File: src/rtl/route32_3_pkg.sv
// Shared definitions for the 3-way write-side router: target codes and the
// buffered request layout.
package route32_3_pkg;

   localparam int DATA_W = 32;

   typedef logic [1:0] sel_t;

   localparam sel_t SEL_A     = 2'b00;
   localparam sel_t SEL_B     = 2'b01;
   localparam sel_t SEL_C     = 2'b10;
   localparam sel_t SEL_A_ALT = 2'b11;

   typedef struct packed {
      sel_t              sel;
      logic [DATA_W-1:0] data;
   } entry_t;

endpackage

File: src/rtl/route32_3_if.sv
// Source-side and sink-side handshakes of the router, bundled for port lists.
interface route32_3_if
   import route32_3_pkg::*;
#(
   parameter int WIDTH = 32,
   parameter int DEPTH = 2
);

   logic                     in_valid;
   logic                     in_ready;
   sel_t                     in_sel;
   logic [WIDTH-1:0]         in_data;

   logic                     a_valid;
   logic                     a_ready;
   logic [WIDTH-1:0]         a_data;
   logic                     b_valid;
   logic                     b_ready;
   logic [WIDTH-1:0]         b_data;
   logic                     c_valid;
   logic                     c_ready;
   logic [WIDTH-1:0]         c_data;

   logic [$clog2(DEPTH):0]   count;

   // Environment side: drives the source request and the sink readies.
   modport master (
      output in_valid, in_sel, in_data, a_ready, b_ready, c_ready,
      input  in_ready, a_valid, a_data, b_valid, b_data, c_valid, c_data, count
   );

   modport slave (
      input  in_valid, in_sel, in_data, a_ready, b_ready, c_ready,
      output in_ready, a_valid, a_data, b_valid, b_data, c_valid, c_data, count
   );

endinterface

File: src/rtl/route32_3_sync_fifo.sv
// Single-clock in-order FIFO; push is ignored when full, pop when empty.
module route32_3_sync_fifo #(
   parameter int W     = 34,
   parameter int DEPTH = 2
) (
   input  logic                   clk,
   input  logic                   reset,
   input  logic                   push,
   input  logic [W-1:0]           wdata,
   input  logic                   pop,
   output logic [W-1:0]           rdata,
   output logic                   full,
   output logic                   empty,
   output logic [$clog2(DEPTH):0] count
);

   localparam int AW = $clog2(DEPTH);
   localparam int CW = AW + 1;
   localparam logic [CW-1:0] FULL_COUNT = CW'(DEPTH);

   logic [W-1:0]  mem [DEPTH];
   logic [AW-1:0] wr_ptr;
   logic [AW-1:0] rd_ptr;
   logic          push_ok;
   logic          pop_ok;

   assign full    = (count == FULL_COUNT);
   assign empty   = (count == '0);
   assign push_ok = push && !full;
   assign pop_ok  = pop && !empty;
   assign rdata   = mem[rd_ptr];

   // NOTE: state registers use non-blocking assignments so every flop samples
   // pre-edge values, independent of the order the blocks are evaluated in.
   always_ff @(posedge clk or negedge reset) begin
      if (!reset) begin
         wr_ptr <= '0;
         rd_ptr <= '0;
         count  <= '0;
      end else begin
         // DEPTH is a power of two, so the pointers wrap by natural overflow.
         if (push_ok) wr_ptr <= wr_ptr + 1'b1;
         if (pop_ok)  rd_ptr <= rd_ptr + 1'b1;
         case ({push_ok, pop_ok})
            2'b10:   count <= count + 1'b1;
            2'b01:   count <= count - 1'b1;
            default: count <= count;
         endcase
      end
   end

   // NOTE: storage is deliberately left out of reset; count gates every read,
   // so stale contents are never observed and the array can map to plain RAM.
   always_ff @(posedge clk) begin
      if (push_ok) mem[wr_ptr] <= wdata;
   end

endmodule

File: src/rtl/route32_3.sv
// Routes one buffered 32-bit request stream to sink A, B or C by its select code,
// delivering strictly in order with back-pressure from the head's sink.
module route32_3
   import route32_3_pkg::*;
#(
   parameter int WIDTH = DATA_W,
   parameter int DEPTH = 2
) (
   input  logic           clk,
   input  logic           reset,
   route32_3_if.slave     bus
);

   typedef struct packed {
      sel_t             sel;
      logic [WIDTH-1:0] data;
   } slot_t;

   slot_t                  wr_slot;
   slot_t                  head;
   logic                   full;
   logic                   empty;
   logic                   push;
   logic                   pop;
   logic                   a_valid;
   logic                   b_valid;
   logic                   c_valid;
   logic [$clog2(DEPTH):0] count;

   assign wr_slot = '{sel: bus.in_sel, data: bus.in_data};
   assign push    = bus.in_valid && !full;

   route32_3_sync_fifo #(
      .W     ($bits(slot_t)),
      .DEPTH (DEPTH)
   ) u_fifo (
      .clk   (clk),
      .reset (reset),
      .push  (push),
      .wdata (wr_slot),
      .pop   (pop),
      .rdata (head),
      .full  (full),
      .empty (empty),
      .count (count)
   );

   // NOTE: every output of this block is given a default first, so no path
   // through the case leaves a valid unassigned and no latch is inferred.
   always_comb begin
      a_valid = 1'b0;
      b_valid = 1'b0;
      c_valid = 1'b0;
      if (!empty) begin
         unique case (head.sel)
            SEL_B:            b_valid = 1'b1;
            SEL_C:            c_valid = 1'b1;
            SEL_A, SEL_A_ALT: a_valid = 1'b1;
            default:          a_valid = 1'b1;
         endcase
      end
   end

   // Readies of non-selected sinks are masked by their (deasserted) valids.
   assign pop = (a_valid && bus.a_ready) ||
                (b_valid && bus.b_ready) ||
                (c_valid && bus.c_ready);

   assign bus.in_ready = !full;
   assign bus.a_valid  = a_valid;
   assign bus.b_valid  = b_valid;
   assign bus.c_valid  = c_valid;
   assign bus.a_data   = head.data;
   assign bus.b_data   = head.data;
   assign bus.c_data   = head.data;
   assign bus.count    = count;

endmodule

File: src/flat_wrapper.sv
// flat-port wrapper written by rule: the top's interface ports become plain ports
module route32_3_flat import route32_3_pkg::*;
#(
   parameter int WIDTH = DATA_W,
   parameter int DEPTH = 2
)
  (clk, reset, bus_in_valid, bus_in_sel, bus_in_data, bus_a_ready, bus_b_ready, bus_c_ready, bus_in_ready, bus_a_valid, bus_a_data, bus_b_valid, bus_b_data, bus_c_valid, bus_c_data, bus_count);
  route32_3_if #(.WIDTH(WIDTH), .DEPTH(DEPTH)) bus_i ();
  input  logic clk;
  input  logic reset;
  input wire logic [$bits(bus_i.in_valid)-1:0] bus_in_valid;
  input wire logic [$bits(bus_i.in_sel)-1:0] bus_in_sel;
  input wire logic [$bits(bus_i.in_data)-1:0] bus_in_data;
  input wire logic [$bits(bus_i.a_ready)-1:0] bus_a_ready;
  input wire logic [$bits(bus_i.b_ready)-1:0] bus_b_ready;
  input wire logic [$bits(bus_i.c_ready)-1:0] bus_c_ready;
  output wire logic [$bits(bus_i.in_ready)-1:0] bus_in_ready;
  output wire logic [$bits(bus_i.a_valid)-1:0] bus_a_valid;
  output wire logic [$bits(bus_i.a_data)-1:0] bus_a_data;
  output wire logic [$bits(bus_i.b_valid)-1:0] bus_b_valid;
  output wire logic [$bits(bus_i.b_data)-1:0] bus_b_data;
  output wire logic [$bits(bus_i.c_valid)-1:0] bus_c_valid;
  output wire logic [$bits(bus_i.c_data)-1:0] bus_c_data;
  output wire logic [$bits(bus_i.count)-1:0] bus_count;
  assign bus_i.in_valid = bus_in_valid;
  assign bus_i.in_sel = bus_in_sel;
  assign bus_i.in_data = bus_in_data;
  assign bus_i.a_ready = bus_a_ready;
  assign bus_i.b_ready = bus_b_ready;
  assign bus_i.c_ready = bus_c_ready;
  assign bus_in_ready = bus_i.in_ready;
  assign bus_a_valid = bus_i.a_valid;
  assign bus_a_data = bus_i.a_data;
  assign bus_b_valid = bus_i.b_valid;
  assign bus_b_data = bus_i.b_data;
  assign bus_c_valid = bus_i.c_valid;
  assign bus_c_data = bus_i.c_data;
  assign bus_count = bus_i.count;
  route32_3 #(.WIDTH(WIDTH), .DEPTH(DEPTH)) u_core (.clk(clk), .reset(reset), .bus(bus_i));
endmodule
File: config.mk
export PLATFORM = sky130hd
export DESIGN_NAME = route32_3_flat
export DESIGN_NICKNAME = d
export VERILOG_FILES = /design/src/rtl/route32_3_pkg.sv /design/src/rtl/route32_3_if.sv /design/src/rtl/route32_3_sync_fifo.sv /design/src/rtl/route32_3.sv /design/src/flat_wrapper.sv
export SDC_FILE = /design/constraint.sdc
export NUM_CORES = 1
export LEC_CHECK = 0
export BUFFER_PORTS_ARGS = -buffer_cell sky130_fd_sc_hd__buf_2
export CAP_MARGIN = 25
export CORE_UTILIZATION = 52
export CTS_CLUSTER_SIZE = 14
export DETAILED_ROUTE_END_ITERATION = 10
export GPL_TIMING_DRIVEN = 0
export PLACE_DENSITY = 0.93
export SYNTH_ARGS = -nofsm -noshare
export SYNTH_HDL_FRONTEND = slang
export SYNTH_HIERARCHICAL = 1
export SYNTH_SLANG_ARGS = --single-unit
File: constraint.sdc
create_clock -name clk -period 8.17 [get_ports clk]
set_input_delay 1.2255 -clock clk [delete_from_list [all_inputs] [get_ports clk]]
set_output_delay 1.2255 -clock clk [all_outputs]
set_load 0.02 [all_outputs]
======== Word level (Yosys, flattened, before mapping) ========
Memory sizes are Yosys's and may differ from the RTL's.
Cells that the tools add are included.
word-level totals
  register bits after elaboration ......... 4
  memory bits (writable) .................. 68
  output and inout bits ................... 102
  memories kept ........................... 1
cells by class
  $add $sub $neg .......................... 4
  eq/ne operators ......................... 6
  muxes and demuxes ....................... 9
  reductions and logical operators ........ 14
memories
  name               words  width  rd ports  clocked after Yosys merged registers in  write ports  RTL line                   text
  u_core.u_fifo.mem  2      34     1         0                                        1            route32_3_sync_fifo.sv:21  logic [W-1:0] mem [DEPTH];
operator list
  operator                                                             number
  2-bit == test (second input constant)                                4
  1-bit two-way mux                                                    8
  1-bit logical AND                                                    6
  2-bit by 1-bit == test with 1-bit output (second input constant)     2
  2-bit logical NOT                                                    2
  2-bit one-hot mux with 2 select lines                                1
  1-bit adder (second input constant)                                  2
  2-bit by 1-bit adder with 2-bit output (second input constant)       1
  1-bit logical NOT                                                    2
  1-bit logical OR                                                     2
  2-bit nonzero test                                                   1
  2-bit OR reduction                                                   1
  2-bit by 1-bit subtractor with 2-bit output (second input constant)  1

======== Depth between registers and ports, before layout ========
An unclocked memory read counts as a cell.
  depth after elaboration ................. 11
  mapped depth ............................ 12
  gate-level depth less buffers ........... 10

======== Cells and area by module ========
Netlist, hierarchy kept.
by module, submodules not included
  module               times used  cells each  area each (um^2)  seq. area each (um^2)
  route32_3_sync_fifo  1           124         2801.4            2142.1
  route32_3            1           76          573.0             0.0

======== Least setup slack after synthesis ========
No wires, ideal clock.
  path kind ............................... input to register
  start point ............................. in bus_in_valid
  end point ............................... mem u_core.u_fifo.mem[0][0], enable pin
  library setup time ...................... 0.425 ns
  data arrival time ....................... 2.910 ns
  required time ........................... 7.745 ns
  path slack .............................. 4.835 ns
  stages .................................. 3
  buffers on the path ..................... 0
  path through ............................ nor2b_1 > nand2_1 > nor2_1
on the way
  word-level cells in the longest chain between the ends .. 4
ends and longest elaborated chain
  what                                     RTL line                   text
  start: declaration                       flat_wrapper.sv:11         input wire logic [$bits(bus_i.in_valid)-1:0] bus_in_valid;
  1-bit logical AND                        route32_3.sv:31            assign push = bus.in_valid && !full;
  1-bit logical AND                        route32_3_sync_fifo.sv:29  assign push_ok = push && !full;
  1-bit two-way mux                        route32_3_sync_fifo.sv:55  if (push_ok) mem[wr_ptr] <= wdata;
  1-bit two-way mux (implied by the code)  route32_3_sync_fifo.sv:55
  end: declaration                         route32_3_sync_fifo.sv:21
No other way between the ends.

==> metrics.txt <==
count of different cell masters after synthesis 20; Remaining Overflow, GRT 0; largest net degree at the start of global routing 35; end of the worst register-to-register path u_core/u_fifo/count[1]; sequential fraction of the synthesis area 63.5%; post-synth design cell area between 0.003 and 0.004 sq mm; port bufs 141; first-pass GRT wire length 7.82 mm; Detail Placement HPWL 4.04 mm; mux cell area share after synthesis 14.6%; Total Routing Usage GR approximately 16%; Post-route DRC 0; die area a little under 0.007 sq mm; cts repair resizes 0; Final Cycle Share a little under two fifths; Static Leak 2.07 nW; top layer in use met4; Layout Nets slightly below 400; worst r2r path cells 12; final std cells w/o fill 433; RSZ-0062 raised after global routing no; H-tree levels 3; Core ar. 0.00610 sq mm; hold wc startpoint u_core/u_fifo/count[1]; Setup TNS Final 0 ns; r2r setup slk 5.61 ns; Clock Tree Buf Depth 2; Worst Tran Pin Value 0.818 ns; hold depth 1; worst vdd ir 0.000260 V; final core utilization 72.8%; Avg Inst Size Synth 16.9 sq um; count leader, synth edfxtp_1; Post-Syn Instances 200; CTS tree built; simple-gate share of the synthesized area 2.48%; Vias approximately 1900; WP data arrival 1.89 ns; area grow syn2layout 31.5%; max_slew headroom 45.5%; Compound-Gate Fraction of Synth Area 0.260%; Site Rows 28; # fillers 414; Inserted Clock Buffers 9; design area around 0.0044 sq mm; Cells after DPL about 420; Adder-Cell Fraction of Synth Area under 10%; Avg WL per Cell 12.6 um; Setup CP Type flip-flop to output port; main combinational cell family by area after synthesis buffers and inverters; hold_buf cts 0; Antenna diodes 0; die width around 83 um; min-delay worst type flip-flop to flip-flop; Area contributors post-synth edfxtp_1, buf_4, mux2_4, dfrtp_1, buf_12; WL final ~5.5 mm; number of synthesized register bits 72; Main synth FF type edfxtp_1; vias in the first global route 1761; Yosys warnings 6; minimum clock period 3.12 ns; Chip Height 82.6 um; initial antenna violation count 0; P per Cell Area 447 mW/mm^2; CP Max Fanout 10; Setup violations, final 0; clk sinks 72; Root Buffer Master clkbuf_8; io pins approximately 140; Initial DRT Pass Iterations 4; Worst-Skew Late Latency 0.32 ns; met3 wire len 430 um; setup repair bufs after CTS 0; ys async rst share 5.56%; Post-synth EDFFs 68; Layout Skew 0.00683 ns; Final Hold Vio Count 0; max_cap viols 0; vias per inst 4.48; most frequent cells after synthesis edfxtp_1, buf_4, mux2_4; area leader, netlist edfxtp_1; endpoint class of the critical path output port; worst hold endpoint u_core/u_fifo/count[1]; Placed Area ~0.0042 sq mm; Detail Route Antenna Nets 0; Fmax around 320 MHz; Critical Path Start Type flip-flop; Initial Util a little under three fifths; Synth Area in XOR/XNOR approximately 1.3%; clock slew at reported path FFs ~0.07 ns; Metal-1 WL 2.02 mm; fraction of layout cells with a size suffix above 1 between 70 and 80%; routability cong. 0.698; Worst R2R Start u_core/u_fifo/rd_ptr; routed wire length on met2 just under 3 mm; status finished, final reports clean; Final Slew Violations 0; DR iter-0 viols 56; syn_nets 243; Req. time, crit path 6.94 ns; post-synth top area share 60.5%
power by group:
part	leakage (nW)	switching, W	internal (W)
Sequential	0.673	0.0000280	0.000511
Combinational	1.28	0.000599	0.000524
Clock	0.114	0.000122	0.000200
Total	2.07	0.000749	0.00123
state kept, by name (all words and copies together) (netlist names):
register              flops
u_core/u_fifo/wr_ptr      1
u_core/u_fifo/mem        68
u_core/u_fifo/count       2
u_core/u_fifo/rd_ptr      1
logic make-up after synthesis:
| logic type | after synthesis |
|---|---|
| buffers and inverters | 72 |
| DFF | 72 |
| muxes | 34 |
| and+or+nand+nor | 13 |
| xor gates and xnor gates | 5 |
| adders and majority gates | 3 |
| AOI/OAI and AO/OA | 1 |
cells in the final DEF (no fill, tap or decap), drive strengths merged, types with 2 or more instances in the layout:
cell type,instances
nor2b,3
buf,210
and2b,2
mux2,34
dfrtp,4
inv,4
xor2,2
clkbuf,9
xnor2,3
clkinv,3
and3b,2
ha,3
nor2,3
edfxtp,68
bufinv,3
layout make-up:
cell class | instances | area [sq um] | area share, %
repair buffers | 142 | 726 | 16.4
clock buffers | 9 | 124 | 2.79
inverters | 4 | 15.0 | 0.338
multi-input cells | 56 | 674 | 15.2
well taps | 75 | 93.8 | 2.12
flip-flops and latches | 72 | 2140 | 48.3
plain buffers | 68 | 552 | 12.4
clock inverters | 7 | 110 | 2.48
worst max-delay path by stage:
stage	slack, ns	endpoint	start	cells past startpoint
2_1_floorplan	4.83	u_core/u_fifo/mem[0][0]	bus_in_valid	3
3_3_place_gp	3.95	u_core/u_fifo/mem[0][3]	bus_in_valid	4
3_5_place_dp	5.39	bus_a_valid	u_core/u_fifo/rd_ptr	7
4_1_cts	5.03	bus_a_valid	u_core/u_fifo/rd_ptr	7
5_1_grt	4.96	bus_a_valid	u_core/u_fifo/rd_ptr	7
6_report	5.05	bus_a_valid	u_core/u_fifo/rd_ptr	7
metrics by stage:
| stage | total power (W) | setup WS [ns] | hold slack [ns] |
|---|---|---|---|
| 2_1_floorplan | 0.00139 | 4.83 | 0.461 |
| 3_3_place_gp | 0.00165 | 3.95 | 0.477 |
| 3_5_place_dp | 0.00168 | 5.39 | 0.501 |
| 4_1_cts | 0.00201 | 5.03 | 0.515 |
| 5_1_grt | 0.00211 | 4.96 | 0.539 |
| 6_report | 0.00198 | 5.05 | 0.515 |
critical path: stages (launching register included):
cell and delay [ns]:
dfrtp_1 0.37, buf_6 0.15, buf_12 0.15, mux2_4 0.30
inv_1 0.06, ha_1 0.21, nor2b_1 0.14, buf_2 0.17
per-layer routing:
| layer | global-route usage (%) | up-vias |
|---|---|---|
| li1 | - | 949 |
| met1 | 17.3 | 886 |
| met2 | 29.7 | 93 |
| met3 | 3.85 | 11 |
| met4 | 7.24 | 0 |
| met5 | 0 | - |
No activity file was read; power rests on OpenSTA's default activity.
